$ cat src/rtl/mem_copy_initiator_pkg.sv
// Shared types and constants for the memory-copy bus initiator.
package mem_copy_initiator_pkg;

  typedef enum logic [1:0] {
    ST_IDLE = 2'd0,
    ST_RD   = 2'd1,
    ST_WR   = 2'd2,
    ST_FIN  = 2'd3
  } state_e;

  localparam int unsigned ADDR_STEP = 4;
  localparam logic [31:0] WORD_MASK = 32'hFFFF_FFFC;

  function automatic logic [31:0] word_align(input logic [31:0] a);
    return a & WORD_MASK;
  endfunction

endpackage

$ cat src/rtl/mem_copy_initiator_if.sv
// Load/store bus between the copy initiator and the data memory / IO responder.
interface mem_copy_initiator_if;
  logic [31:0] addr;
  logic [31:0] datain;
  logic [31:0] dataout;
  logic        we;

  modport master (output addr, output datain, output we, input dataout);
  modport slave  (input addr, input datain, input we, output dataout);
endinterface

$ cat src/rtl/mem_copy_ptr.sv
// Loadable word pointer: load forces word alignment, inc adds STEP (32-bit modulo).
module mem_copy_ptr
  import mem_copy_initiator_pkg::*;
#(
  parameter int unsigned STEP = mem_copy_initiator_pkg::ADDR_STEP
) (
  input  logic        clock,
  input  logic        resetn,
  input  logic        load_i,
  input  logic        inc_i,
  input  logic [31:0] load_val_i,
  output logic [31:0] ptr_o
);

  logic [31:0] ptr_q, ptr_d;

  always_comb begin
    ptr_d = ptr_q;
    if (load_i) begin
      ptr_d = word_align(load_val_i);
    end else if (inc_i) begin
      ptr_d = ptr_q + 32'(STEP);
    end
  end

  always_ff @(posedge clock) begin
    if (!resetn) begin
      ptr_q <= '0;
    end else begin
      ptr_q <= ptr_d;
    end
  end

  assign ptr_o = ptr_q;

endmodule

$ cat src/rtl/mem_copy_initiator.sv
// Block-copy bus initiator: one read then one write per 32-bit word, abortable.
module mem_copy_initiator
  import mem_copy_initiator_pkg::*;
#(
  parameter int          CNT_W     = 8,
  parameter int unsigned ADDR_STEP = mem_copy_initiator_pkg::ADDR_STEP
) (
  input  logic                 clock,
  input  logic                 resetn,
  input  logic                 start,
  input  logic [31:0]          src_addr,
  input  logic [31:0]          dst_addr,
  input  logic [CNT_W-1:0]     count,
  input  logic                 abort,
  mem_copy_initiator_if.master bus,
  output logic                 busy,
  output logic                 done,
  output logic                 aborted,
  output logic [CNT_W-1:0]     words_done
);

  state_e            state_q, state_d;
  logic [31:0]       data_q, data_d;
  logic [CNT_W-1:0]  rem_q, rem_d;
  logic [CNT_W-1:0]  wd_q, wd_d;
  logic              ab_q, ab_d;
  logic [31:0]       src_ptr, dst_ptr;
  logic              accept;

  assign accept = (state_q == ST_IDLE) && start;

  mem_copy_ptr #(.STEP(ADDR_STEP)) u_src_ptr (
    .clock      (clock),
    .resetn     (resetn),
    .load_i     (accept),
    .inc_i      (state_q == ST_RD),
    .load_val_i (src_addr),
    .ptr_o      (src_ptr)
  );

  mem_copy_ptr #(.STEP(ADDR_STEP)) u_dst_ptr (
    .clock      (clock),
    .resetn     (resetn),
    .load_i     (accept),
    .inc_i      (state_q == ST_WR),
    .load_val_i (dst_addr),
    .ptr_o      (dst_ptr)
  );

  always_ff @(posedge clock) begin
    if (!resetn) begin
      state_q <= ST_IDLE;
      data_q  <= '0;
      rem_q   <= '0;
      wd_q    <= '0;
      ab_q    <= 1'b0;
    end else begin
      state_q <= state_d;
      data_q  <= data_d;
      rem_q   <= rem_d;
      wd_q    <= wd_d;
      ab_q    <= ab_d;
    end
  end

  always_comb begin
    state_d = state_q;
    case (state_q)
      ST_IDLE: if (start) state_d = (count == '0) ? ST_FIN : ST_RD;
      ST_RD:   state_d = abort ? ST_FIN : ST_WR;
      ST_WR:   state_d = (abort || rem_q == CNT_W'(1)) ? ST_FIN : ST_RD;
      ST_FIN:  state_d = ST_IDLE;
      default: state_d = ST_IDLE;
    endcase
  end

  // An abort during RD drops the read word so nothing stale reaches datain later.
  always_comb begin
    data_d = data_q;
    rem_d  = rem_q;
    wd_d   = wd_q;
    ab_d   = ab_q;
    case (state_q)
      ST_IDLE: begin
        if (start) begin
          rem_d = count;
          wd_d  = '0;
          ab_d  = 1'b0;
        end
      end
      ST_RD: begin
        if (abort) ab_d = 1'b1;
        else       data_d = bus.dataout;
      end
      ST_WR: begin
        rem_d = rem_q - CNT_W'(1);
        wd_d  = wd_q + CNT_W'(1);
        if (abort) ab_d = 1'b1;
      end
      default: ;
    endcase
  end

  always_comb begin
    bus.addr   = '0;
    bus.we     = 1'b0;
    bus.datain = data_q;
    busy       = 1'b0;
    done       = 1'b0;
    case (state_q)
      ST_RD: begin
        bus.addr = src_ptr;
        busy     = 1'b1;
      end
      ST_WR: begin
        bus.addr = dst_ptr;
        bus.we   = 1'b1;
        busy     = 1'b1;
      end
      ST_FIN:  done = 1'b1;
      default: ;
    endcase
  end

  assign aborted    = ab_q;
  assign words_done = wd_q;

endmodule

$ cat src/flat_wrapper.sv
// flat-port wrapper written by rule: the top's interface ports become plain ports
module mem_copy_initiator_flat import mem_copy_initiator_pkg::*;
#(
  parameter int          CNT_W     = 8,
  parameter int unsigned ADDR_STEP = mem_copy_initiator_pkg::ADDR_STEP
)
  (clock, resetn, start, src_addr, dst_addr, count, abort, busy, done, aborted, words_done, bus_addr, bus_datain, bus_we, bus_dataout);
  mem_copy_initiator_if bus_i ();
  input  logic clock;
  input  logic resetn;
  input  logic start;
  input  logic [31:0] src_addr;
  input  logic [31:0] dst_addr;
  input  logic [CNT_W-1:0] count;
  input  logic abort;
  output logic busy;
  output logic done;
  output logic aborted;
  output logic [CNT_W-1:0] words_done;
  output wire logic [$bits(bus_i.addr)-1:0] bus_addr;
  output wire logic [$bits(bus_i.datain)-1:0] bus_datain;
  output wire logic [$bits(bus_i.we)-1:0] bus_we;
  input wire logic [$bits(bus_i.dataout)-1:0] bus_dataout;
  assign bus_addr = bus_i.addr;
  assign bus_datain = bus_i.datain;
  assign bus_we = bus_i.we;
  assign bus_i.dataout = bus_dataout;
  mem_copy_initiator #(.CNT_W(CNT_W), .ADDR_STEP(ADDR_STEP)) u_core (.clock(clock), .resetn(resetn), .start(start), .src_addr(src_addr), .dst_addr(dst_addr), .count(count), .abort(abort), .bus(bus_i), .busy(busy), .done(done), .aborted(aborted), .words_done(words_done));
endmodule
$ cat config.mk
export PLATFORM = sky130hd
export DESIGN_NAME = mem_copy_initiator_flat
export DESIGN_NICKNAME = d
export VERILOG_FILES = /design/src/rtl/mem_copy_initiator_pkg.sv /design/src/rtl/mem_copy_initiator_if.sv /design/src/rtl/mem_copy_ptr.sv /design/src/rtl/mem_copy_initiator.sv /design/src/flat_wrapper.sv
export SDC_FILE = /design/constraint.sdc
export NUM_CORES = 1
export LEC_CHECK = 0
export CAP_MARGIN = 30
export CORE_MARGIN = 2
export CORE_UTILIZATION = 36
export DETAILED_ROUTE_END_ITERATION = 12
export GPL_ROUTABILITY_DRIVEN = 0
export PLACE_DENSITY = 0.78
export SETUP_SLACK_MARGIN = 0.1
export SYNTH_ARGS = -nofsm -noshare
export SYNTH_HDL_FRONTEND = slang
export SYNTH_SLANG_ARGS = --single-unit
export TNS_END_PERCENT = 10
$ cat constraint.sdc
create_clock -name clock -period 2 [get_ports clock]
set_clock_uncertainty 0.2 [all_clocks]
set_input_delay 0.4 -clock clock [delete_from_list [all_inputs] [get_ports clock]]
set_output_delay 0.4 -clock clock [all_outputs]
set_load 0.01 [all_outputs]
; ---- After elaboration in Yosys (flattened, before gate mapping)
; Cells that the tools add are included.
[word_totals]
register_bits = 115
output_inout_bits = 76
word_cells = 54
[op_classes]
add_sub_neg = 4
n_eq_ne = 6
n_mux = 20
bitwise = 2
n_reduce_logical = 13
[op_table]
columns = cell, n
row1 = 32-bit two-way mux, 4
row2 = 32-bit by 3-bit adder with 32-bit output (second input constant), 2
row3 = 32-bit one-hot mux with 2 select lines, 1
row4 = 8-bit one-hot mux with 2 select lines, 2
row5 = 8-bit two-way mux, 2
row6 = 8-bit by 1-bit adder with 8-bit output (second input constant), 1
row7 = 8-bit by 1-bit equality test with 1-bit output (second input constant), 1
row8 = 8-bit logical NOT, 1
row9 = 2-bit one-hot mux with 4 select lines, 1
row10 = 2-bit nonzero test, 4
row11 = 8-bit by 1-bit subtractor with 8-bit output (second input constant), 1
row12 = 1-bit two-way mux, 6
row13 = 2-bit two-way mux, 3
row14 = 2-bit equality test (second input constant), 2
row15 = 2-bit AND reduction, 2
row16 = 2-bit OR reduction, 2
row17 = 3-bit AND reduction, 1
row18 = 2-bit by 1-bit equality test with 1-bit output (second input constant), 1
row19 = 2-bit logical NOT, 1
row20 = 2-bit by 1-bit != test with 1-bit output (second input constant), 1
row21 = 2-bit != test (second input constant), 1
row22 = 1-bit NOT, 2
row23 = 1-bit one-hot mux with 2 select lines, 1
row24 = 1-bit logical AND, 1
row25 = 1-bit logical OR, 1

; ---- Depth between registers and ports, before layout
; Gate-level depths: netlist (run 1).
[logic_depth]
depth_word = 4
depth_mapped = 9

; ---- Hierarchy
; A second synthesis (run 1) with hierarchy kept.
[hier_totals]
cells_unflattened = 849
hier_area_um2 = 6622.6
[modules_own_cells]
columns = mod, n_inst, cells_per_inst, area_each_um2, seq_area_each_um2
row1 = mem_copy_ptr, 2, 248, 1923.1, 600.6
row2 = mem_copy_initiator, 1, 353, 2776.4, 1021.0

; ---- Worst setup path after synthesis (run 1)
; No wires, ideal clock.
[synth_path]
path_type = register -> output
start = register u_core.state_q[0]
end = output bus_addr[10]
t_arrival_ps = 1656
path_slack_ps = -256
stages_incl_launch_ff = 8
path_cell_list = dfxtp_1 > inv_1 > ha_1 > buf_2 > clkbuf_1 > clkbuf_1 > a22oi_1 > nor2b_1
[synth_via]
elab_chain_cells = 2
word_cells_on_any_way = 3
classes_between = 2 x eq/ne / 1 x mux
[synth_rtl]
columns = element, line
row1 = from (decl), mem_copy_initiator.sv:22  ; state_e state_q, state_d;
row2 = from (signal assigned), mem_copy_initiator.sv:58  ; state_q <= state_d;
row3 = 2-bit equality test or 2-bit by 1-bit equality test with 1-bit output (tied branches), mem_copy_initiator.sv:110  ; case (state_q)
row4 = 32-bit one-hot mux with 2 select lines *, mem_copy_initiator.sv:110
row5 = to (decl), flat_wrapper.sv:20  ; output wire logic [$bits(bus_i.addr)-1:0] bus_addr;
; Every way passes the cells marked *; elsewhere a longest branch is shown, timed or not.

; ---- Final worst setup path (run 1)
[layout_path]
start = register u_core.state_q[1]
end = output bus_addr[30]
; The elaborated chain is that of the path after synthesis.

==> results of run 1 <==
what timing repair did:
action,4_1_cts,5_1_grt
gates cloned,4,2
buffers inserted,1,6
pin swaps,10,42
endpoints found under the setup margin,103,113
gates resized for setup,165,66
sequential cells by signal, summed over array words and instances (netlist names):
signal,cells
u_core.state_q,2
u_core.u_dst_ptr.ptr_o,30
u_core.aborted,1
u_core.u_src_ptr.ptr_o,30
u_core.rem_q,8
u_core.bus.datain,32
u_core.words_done,8
path summary, 6_finish.rpt:
| check | from | to | slack, ps | cells after the start |
|---|---|---|---|---|
| setup / recovery | u_core.state_q[1] | bus_addr[30] | -260 | 6 |
| hold reg to reg | u_core.bus.datain[27] | u_core.bus.datain[27] | 260 | 2 |
| setup reg to reg | u_core.state_q[1] | u_core.rem_q[6] | -130 | 10 |
| hold / removal | u_core.bus.datain[27] | u_core.bus.datain[27] | 260 | 2 |
cell usage after synthesis (2+ instances only):
master,count
sky130_fd_sc_hd__buf_1,2
sky130_fd_sc_hd__a22oi_1,30
sky130_fd_sc_hd__and4_1,3
sky130_fd_sc_hd__nand4_1,26
sky130_fd_sc_hd__nand2b_1,3
sky130_fd_sc_hd__a211oi_1,19
sky130_fd_sc_hd__nor2_1,43
sky130_fd_sc_hd__buf_4,2
sky130_fd_sc_hd__a21oi_1,89
sky130_fd_sc_hd__nand2_1,92
sky130_fd_sc_hd__ha_1,10
sky130_fd_sc_hd__nand3_1,28
sky130_fd_sc_hd__nor2b_1,37
sky130_fd_sc_hd__nor4_1,5
sky130_fd_sc_hd__mux2i_1,4
sky130_fd_sc_hd__inv_1,8
sky130_fd_sc_hd__xor2_1,42
sky130_fd_sc_hd__buf_2,3
sky130_fd_sc_hd__a31oi_1,2
sky130_fd_sc_hd__clkbuf_1,45
sky130_fd_sc_hd__nor3_1,10
sky130_fd_sc_hd__dfxtp_1,111
sky130_fd_sc_hd__o21ai_0,47
sky130_fd_sc_hd__nor4_4,2
sky130_fd_sc_hd__and2_1,2
sky130_fd_sc_hd__o22ai_1,2
sky130_fd_sc_hd__xnor2_1,21
sky130_fd_sc_hd__and3_1,17
sky130_fd_sc_hd__nor3_2,4
cells in the final DEF (no fill, tap or decap), types with 4 or more instances in the layout:
| master | count |
|---|---|
| sky130_fd_sc_hd__a211oi_1 | 18 |
| sky130_fd_sc_hd__a21oi_1 | 87 |
| sky130_fd_sc_hd__a22oi_1 | 4 |
| sky130_fd_sc_hd__a22oi_2 | 26 |
| sky130_fd_sc_hd__and3_1 | 14 |
| sky130_fd_sc_hd__buf_12 | 13 |
| sky130_fd_sc_hd__buf_16 | 4 |
| sky130_fd_sc_hd__buf_2 | 30 |
| sky130_fd_sc_hd__buf_4 | 52 |
| sky130_fd_sc_hd__buf_6 | 8 |
| sky130_fd_sc_hd__clkbuf_16 | 10 |
| sky130_fd_sc_hd__clkdlybuf4s50_1 | 137 |
| sky130_fd_sc_hd__dfxtp_1 | 109 |
| sky130_fd_sc_hd__dlymetal6s2s_1 | 7 |
| sky130_fd_sc_hd__ha_1 | 6 |
| sky130_fd_sc_hd__inv_1 | 6 |
| sky130_fd_sc_hd__nand2_1 | 90 |
| sky130_fd_sc_hd__nand3_1 | 24 |
| sky130_fd_sc_hd__nand3_2 | 4 |
| sky130_fd_sc_hd__nand4_1 | 26 |
| sky130_fd_sc_hd__nor2_1 | 39 |
| sky130_fd_sc_hd__nor2b_1 | 33 |
| sky130_fd_sc_hd__nor3_1 | 8 |
| sky130_fd_sc_hd__nor3_2 | 5 |
| sky130_fd_sc_hd__o21ai_0 | 43 |
| sky130_fd_sc_hd__xnor2_1 | 21 |
| sky130_fd_sc_hd__xor2_1 | 42 |
worst register-to-register path, cell delays in order (launching register included):
cell	delay, ps
sky130_fd_sc_hd__dfxtp_2	330
sky130_fd_sc_hd__buf_6	120
sky130_fd_sc_hd__ha_4	180
sky130_fd_sc_hd__buf_12	140
sky130_fd_sc_hd__buf_16	140
sky130_fd_sc_hd__buf_8	130
sky130_fd_sc_hd__buf_16	140
sky130_fd_sc_hd__mux2i_4	220
sky130_fd_sc_hd__buf_6	170
sky130_fd_sc_hd__a21oi_2	40
sky130_fd_sc_hd__o221a_2	210
power groups by stage:
stage | logic (uW) | registers [uW] | clock network (uW)
finish | 4690 | 3330 | 1850
global route | 5030 | 3390 | 1980
CTS | 4320 | 3290 | 1890
detailed placement | 3830 | 3290 | 0
global placement | 3770 | 3270 | 0
floorplan | 2140 | 3230 | 0
kinds of logic after synthesis:
family | count (synthesis)
xor gates and xnor gates | 63
other | 1
buffers and inverters | 62
muxes | 4
adders and majority gates | 10
AOI/OAI and AO/OA | 198
DFF | 111
and+or+nand+nor | 279
per-stage QoR:
step / util / setup TNS [ps] / instances
global route: 0.571 / -13760 / 1164
CTS: 0.552 / -10050 / 1156
global placement: 0.524 / -9690 / 1135
finish: 0.571 / -7990 / 1164
floorplan: - / 0 / 729
detailed placement: 0.524 / -11930 / 1135
cell type report:
cell class,count,area share
Multi-Input combinational cell,556,0.404
Tap cell,216,0.0299
Clock buffer,12,0.0273
Sequential cell,111,0.246
Timing Repair Buffer,256,0.282
Clock inverter,4,0.00581
Inverter,9,0.00401
layer usage:
layer,global-route usage,part of all wire
met4,0.0676,0.024
met5,0,0
met3,0.0423,0.062
met1,0.276,0.42
met2,0.351,0.49
==> summary.txt, run 1 <==
Status
  – Outcome: finished, violations left
  – Failing checks: setup timing

Power and ir drop
  – Internal power: roughly 6200 uW
  – Switching Fraction: 0.376
  – Switching power: 3710 uW
  – Clock network power share: 0.187
  – P_leak: 0.00336 uW
  – Combinational fraction of design power: 0.475
  – IR Drop Worst-Case VDD: roughly 0.57 mV
  – P per Cell Area: roughly 1100 nW/um^2
  – Relative contribution of sequential cells to total power: 0.338
  – Total power draw: 9870 uW

Synth
  – Area fraction in and, or, nand and nor cells after synthesis: 0.250
  – Share of async-settable or async-resettable flops after synthesis: 0
  – Cell taking the most area after synthesis: sky130_fd_sc_hd__dfxtp_1
  – Synthesized-area fraction occupied by ao, oa, aoi and oai cells: 0.198
  – Main combinational cell family by area after synthesis: simple AND/OR/NAND/NOR gates
  – Syn avg cell area: 7.96 um^2
  – Share of the yosys chip area belonging to registers: 0.384
  – Yosys Warn Count: 0
  – Library cells used by synthesis: 48
  – Synth Cell Area: 5790 um^2
  – Main synth FF type: sky130_fd_sc_hd__dfxtp_1
  – Top cells by area, synth: sky130_fd_sc_hd__dfxtp_1, sky130_fd_sc_hd__a21oi_1, sky130_fd_sc_hd__xor2_1, sky130_fd_sc_hd__nand2_1, sky130_fd_sc_hd__o21ai_0
  – Multiplexer fraction of the synthesized cell area: 0.00691
  – Post-synthesis sequential element count: approximately 110
  – Fraction of the mapped netlist area in adder cells: 0.0216
  – Xor and xnor area share after synthesis: 0.0952
  – Count of flip-flops with a built-in enable after synthesis: 0
  – Synthesized instance count: roughly 730
  – Area share of the largest cell type after synthesis: 0.384

Clock tree
  – Buffer cell driving the clock tree root: sky130_fd_sc_hd__clkbuf_16
  – CTS tree: done
  – Clock latency reported for the late side of the worst-skew pair: approximately 350 ps
  – Inserted Clock Buffers: 9
  – Clock net sink count: 111
  – Cts-stage hold buffer count: 0
  – Number of buffers on the longest clock path: 2
  – # H-tree levels: 3
  – CTS clk-pin slew, worst paths: 70 ps

Placement
  – Final HPWL DP: 13.4 mm
  – Post-DP Area: 8290 um^2
  – Pre-CTS worst setup slack: -249 ps
  – Number of buffers added on ports: 177

Route
  – Post-DR wirelength/cell: between 15 and 20 um
  – Routed vias/inst: 5.20
  – Number of nets with antenna violations after routing: 0
  – Violation count after the first detailed-routing iteration: 365
  – Detailed-router iteration count before antenna repair: 7
  – Vias after detailed routing: approximately 6000
  – Final wirelength: 19.4 mm
  – Residual DRC: 0

Global route
  – Number of global-route vias before repair: 5593
  – All-layer global routing usage: 0.211
  – Wire length of the first global-routing pass: roughly 28 mm
  – Initial antenna violation count: 0
  – Aggregate global routing overflow: 0
  – Pin count of the biggest net entering global routing: 48

Floorplan
  – Height of the die: 131 um
  – Placeable core region: 15800 um^2
  – Standard-cell row count: 46
  – Die span in x: 131 um
  – Die ar.: 17100 um^2
  – Effective utilization at floorplan: 0.366
  – Io pins: approximately 180

STA
  – Slew @ Worst Pin: 496 ps
  – Final Hold Fails: 0
  – Number of pins with negative max-slew slack in the final report: 0
  – Endpoints failing setup: 74
  – Share of the clock period used by the worst path: 1.13
  – Slew headroom: 0.661
  – Post-layout worst setup margin: -255 ps
  – Top achievable clock speed: 443 MHz
  – Final critical path time including I/O delays and setup: roughly 2300 ps
  – Worst hold-check slack: between 200 and 300 ps
  – Unrepaired setup endpoints after global routing: yes

Critical path
  – CP max-delay cell: sky130_fd_sc_hd__dfxtp_2
  – Worst path cell trace: buf_6, ha_4, bufbuf_16, a22oi_2, nor2b_1, buf_2
  – Delay contributed by the slowest stage of the critical path: approximately 330 ps
  – Crit path buffers/inverters: 3
  – Type of the setup path with the least slack: reg -> out
  – Signal arrival time at the worst endpoint: 1660 ps
  – Critical Path Fanout Max: 7
  – WP data required: about 1400 ps
  – CP startpoint kind: flip-flop
  – Family of cells with the greatest summed delay on the critical path: buffers and inverters
  – Element type at the critical path end: output pin

Finish
  – # nets final: 1061
  – Multi-input logic area: 3660 um^2
  – Layout cell share with drive strength beyond 1: 0.212
  – Final Cell Area: ~9000 um^2
  – Filler Cell Count: roughly 1400
  – Sequential standard cell area: around 2200 um^2
  – Diode insertion count for antenna repair: 0
  – Layout overhead on the synthesized area: 56.0%

Job
  – Number of max-capacitance violations reported: 0

Min path
  – Type of the most critical hold path: reg -> reg
No activity file was read; power rests on OpenSTA's default activity.
==> run 2, diff against run 1 <==
--- a/config.mk
+++ b/config.mk
@@ -6,6 +6,7 @@
 export NUM_CORES = 1
 export LEC_CHECK = 0
 export CAP_MARGIN = 30
+export CORE_ASPECT_RATIO = 0.8
 export CORE_MARGIN = 2
 export CORE_UTILIZATION = 36
 export DETAILED_ROUTE_END_ITERATION = 12
==> run 2 against run 1 <==
  * The run still ends with setup timing left
  * Clock-buffer cell count is 2 lower
  * Setup slack improved by 27 ps
  * Utilization barely moved
  * Combinational power is 2% lower
  * Worst hold slack worse by 2.0 ps
  * Cell count increased by 0.52%
  * Sequential power about the same
  * Critical path type unchanged
  * Critical endpoint is now bus_addr[27]
  * Highest routed layer unchanged
==> summary.txt, run 2 (same netlist as run 1, synthesis figures left out) <==
Route
  – Number of nets with antenna violations after routing: 0
  – Violation count after the first detailed-routing iteration: 518
  – Post-DR wirelength/cell: 16.2 um
  – Final wirelength: 19.0 mm
  – Residual DRC: 0
  – Detailed-router iteration count before antenna repair: 5
  – Vias after detailed routing: about 6000
  – Routed vias/inst: around 5.2

STA
  – Endpoints failing setup: 56
  – Share of the clock period used by the worst path: 1.11
  – Top achievable clock speed: ~450 MHz
  – Final Hold Fails: 0
  – Unrepaired setup endpoints after global routing: yes
  – Post-layout worst setup margin: -228 ps
  – Number of pins with negative max-slew slack in the final report: 0
  – Final critical path time including I/O delays and setup: approximately 2200 ps

Power and ir drop
  – Total power draw: 9770 uW
  – P_leak: around 0.0034 uW
  – IR Drop Worst-Case VDD: 0.687 mV
  – Switching Fraction: 0.373
  – Switching power: 3650 uW
  – Relative contribution of sequential cells to total power: 0.339
  – Internal power: between 6000 and 7000 uW
  – P per Cell Area: 1090 nW/um^2
  – Clock network power share: 0.191
  – Combinational fraction of design power: 0.470

Clock tree
  – Buffer cell driving the clock tree root: sky130_fd_sc_hd__clkbuf_16
  – Cts-stage hold buffer count: 0
  – Clock net sink count: 111
  – CTS clk-pin slew, worst paths: 70 ps
  – Inserted Clock Buffers: 9
  – Clock latency reported for the late side of the worst-skew pair: 350 ps
  – CTS tree: done
  – Number of buffers on the longest clock path: 2
  – # H-tree levels: 3

Floorplan
  – Die ar.: 17100 um^2
  – Effective utilization at floorplan: 0.368
  – Placeable core region: 15700 um^2
  – Die span in x: 146 um
  – Io pins: 184
  – Height of the die: approximately 120 um
  – Standard-cell row count: 41

Critical path
  – End of the worst register-to-register path: u_core.u_src_ptr.ptr_o[26]
  – WP data required: 1400 ps
  – Critical Path Fanout Max: 14
  – Delay contributed by the slowest stage of the critical path: 390 ps
  – CP max-delay cell: sky130_fd_sc_hd__dfxtp_4
  – Number of cells on the worst reg-to-reg path: 8
  – Type of the setup path with the least slack: reg -> out
  – Cell type with the highest occurrence count on the critical path: sky130_fd_sc_hd__buf_12
  – Worst path cell trace: inv_4, ha_4, buf_12, buf_12, nor2b_1, buf_2
  – End point of the critical path: bus_addr[27]
  – Family of cells with the greatest summed delay on the critical path: buffers and inverters
  – Launch point of the worst path: u_core.state_q[0]
  – Element type at the critical path end: output pin
  – CP startpoint kind: flip-flop
  – Signal arrival time at the worst endpoint: 1630 ps
  – Worst reg2reg path startpoint: u_core.state_q[1]
  – Cell depth of the worst setup path: 6
  – Crit path buffers/inverters: 4
  – Register-to-register setup slack: -140 ps

Min path
  – Type of the most critical hold path: reg -> reg

Finish
  – Diode insertion count for antenna repair: 0
  – Multi-input logic area: approximately 3600 um^2
  – Filler Cell Count: 1371
  – Max FFs per register: 32
  – Layout cell share with drive strength beyond 1: 0.214
  – Most common cell after layout, fill and taps aside: sky130_fd_sc_hd__clkdlybuf4s50_1
  – # nets final: 1068
  – Sequential standard cell area: between 2000 and 2500 um^2
  – Commonest non-fill, non-tap cells in the layout: sky130_fd_sc_hd__clkdlybuf4s50_1, sky130_fd_sc_hd__dfxtp_1, sky130_fd_sc_hd__nand2_1
  – Layout overhead on the synthesized area: 55.3%

Global route
  – Number of global-route vias before repair: 5780
  – Initial antenna violation count: 0
  – Aggregate global routing overflow: 0
  – Wire length of the first global-routing pass: 29.9 mm
  – Pin count of the biggest net entering global routing: 45
  – All-layer global routing usage: 0.215

Placement
  – Pre-CTS worst setup slack: -319 ps
  – Number of buffers added on ports: 177
  – Final HPWL DP: about 14 mm

Job
  – Number of max-capacitance violations reported: 0

Status
  – Outcome: finished, violations left
  – Failing checks: setup timing
[run 2: changes by cell type in the layout (fill, tap and decap cells not counted), sizes merged]
cell          before  now
bufbuf             1    0
clkinv             2    3
buf              109  118
clkbuf            14   10
clkinvlp           0    1
dlymetal6s2s       7    5
dlygate4sd2        0    3
[run 2: worst reg2reg max path: stages, from the launching register on]
cell and delay [ps]:
sky130_fd_sc_hd__dfxtp_4 360, sky130_fd_sc_hd__inv_4 80, sky130_fd_sc_hd__ha_4 210, sky130_fd_sc_hd__buf_6 150, sky130_fd_sc_hd__nand2_1 70, sky130_fd_sc_hd__or4_4 560
sky130_fd_sc_hd__nor4_4 170, sky130_fd_sc_hd__xnor2_1 150, sky130_fd_sc_hd__a21oi_1 80
[run 2: power groups by stage]
| stage | clock network [uW] | logic [uW] | registers, uW |
|---|---|---|---|
| 3_5_place_dp | 0 | 3970 | 3280 |
| 5_1_grt | 2010 | 4930 | 3370 |
| 2_1_floorplan | 0 | 2140 | 3230 |
| 3_3_place_gp | 0 | 3890 | 3260 |
| 4_1_cts | 1910 | 4410 | 3280 |
| 6_report | 1870 | 4590 | 3320 |
[run 2: how the worst min path moves through the flow]
stage / start / endpoint / depth (start not counted)
after CTS: u_core.bus.datain[2] / u_core.bus.datain[2] / 2
after global placement: u_core.bus.datain[21] / u_core.bus.datain[21] / 2
after global routing: u_core.bus.datain[14] / u_core.bus.datain[14] / 2
after floorplan: u_core.rem_q[7] / u_core.rem_q[7] / 2
final: u_core.bus.datain[12] / u_core.bus.datain[12] / 2
after detailed placement: u_core.bus.datain[0] / u_core.bus.datain[0] / 2
[run 2: through the flow]
step / utilization / TNS [ps] / cell area (um^2) / instances / hold WS (ps)
after floorplan: - / 0 / 5870 / 729 / 240
final: 0.572 / -7050 / 9000 / 1170 / 254
after global routing: 0.572 / -12700 / 9000 / 1170 / 276
after global placement: 0.531 / -11250 / 8360 / 1147 / 241
after CTS: 0.562 / -6960 / 8840 / 1170 / 258
after detailed placement: 0.531 / -12800 / 8360 / 1147 / 247
[run 2: timing repair]
action | CTS | global route
cloned | 2 | 0
setup endpoints to repair | 104 | 102
hold endpoints to repair | 0 | 0
resized for setup | 189 | 35
pin swaps | 36 | 25
setup buffers | 5 | 0
[run 2: layout make-up]
| cell class | count | area share |
|---|---|---|
| Multi-Input combinational cell | 556 | 0.405 |
| Timing Repair Buffer | 263 | 0.279 |
| Sequential cell | 111 | 0.248 |
| Tap cell | 215 | 0.0299 |
| Clock buffer | 10 | 0.0265 |
| Clock inverter | 6 | 0.00723 |
| Inverter | 9 | 0.00431 |
[run 2: layer usage]
| layer | GRT usage | wire length [um] |
|---|---|---|
| met5 | 0 | 0 |
| met4 | 0.0668 | 448 |
| met3 | 0.0574 | 1330 |
| met2 | 0.333 | 8690 |
| met1 | 0.291 | 8530 |
==> run 3, diff against run 2 <==
--- a/config.mk
+++ b/config.mk
@@ -9,8 +9,10 @@
 export CORE_ASPECT_RATIO = 0.8
 export CORE_MARGIN = 2
 export CORE_UTILIZATION = 36
+export CTS_CLUSTER_DIAMETER = 50
 export DETAILED_ROUTE_END_ITERATION = 12
 export GPL_ROUTABILITY_DRIVEN = 0
+export HOLD_SLACK_MARGIN = 0.05
 export PLACE_DENSITY = 0.78
 export SETUP_SLACK_MARGIN = 0.1
 export SYNTH_ARGS = -nofsm -noshare
==> results of run 3 <==
No change in the layout: final DEF, timing and power equal those of run 2.
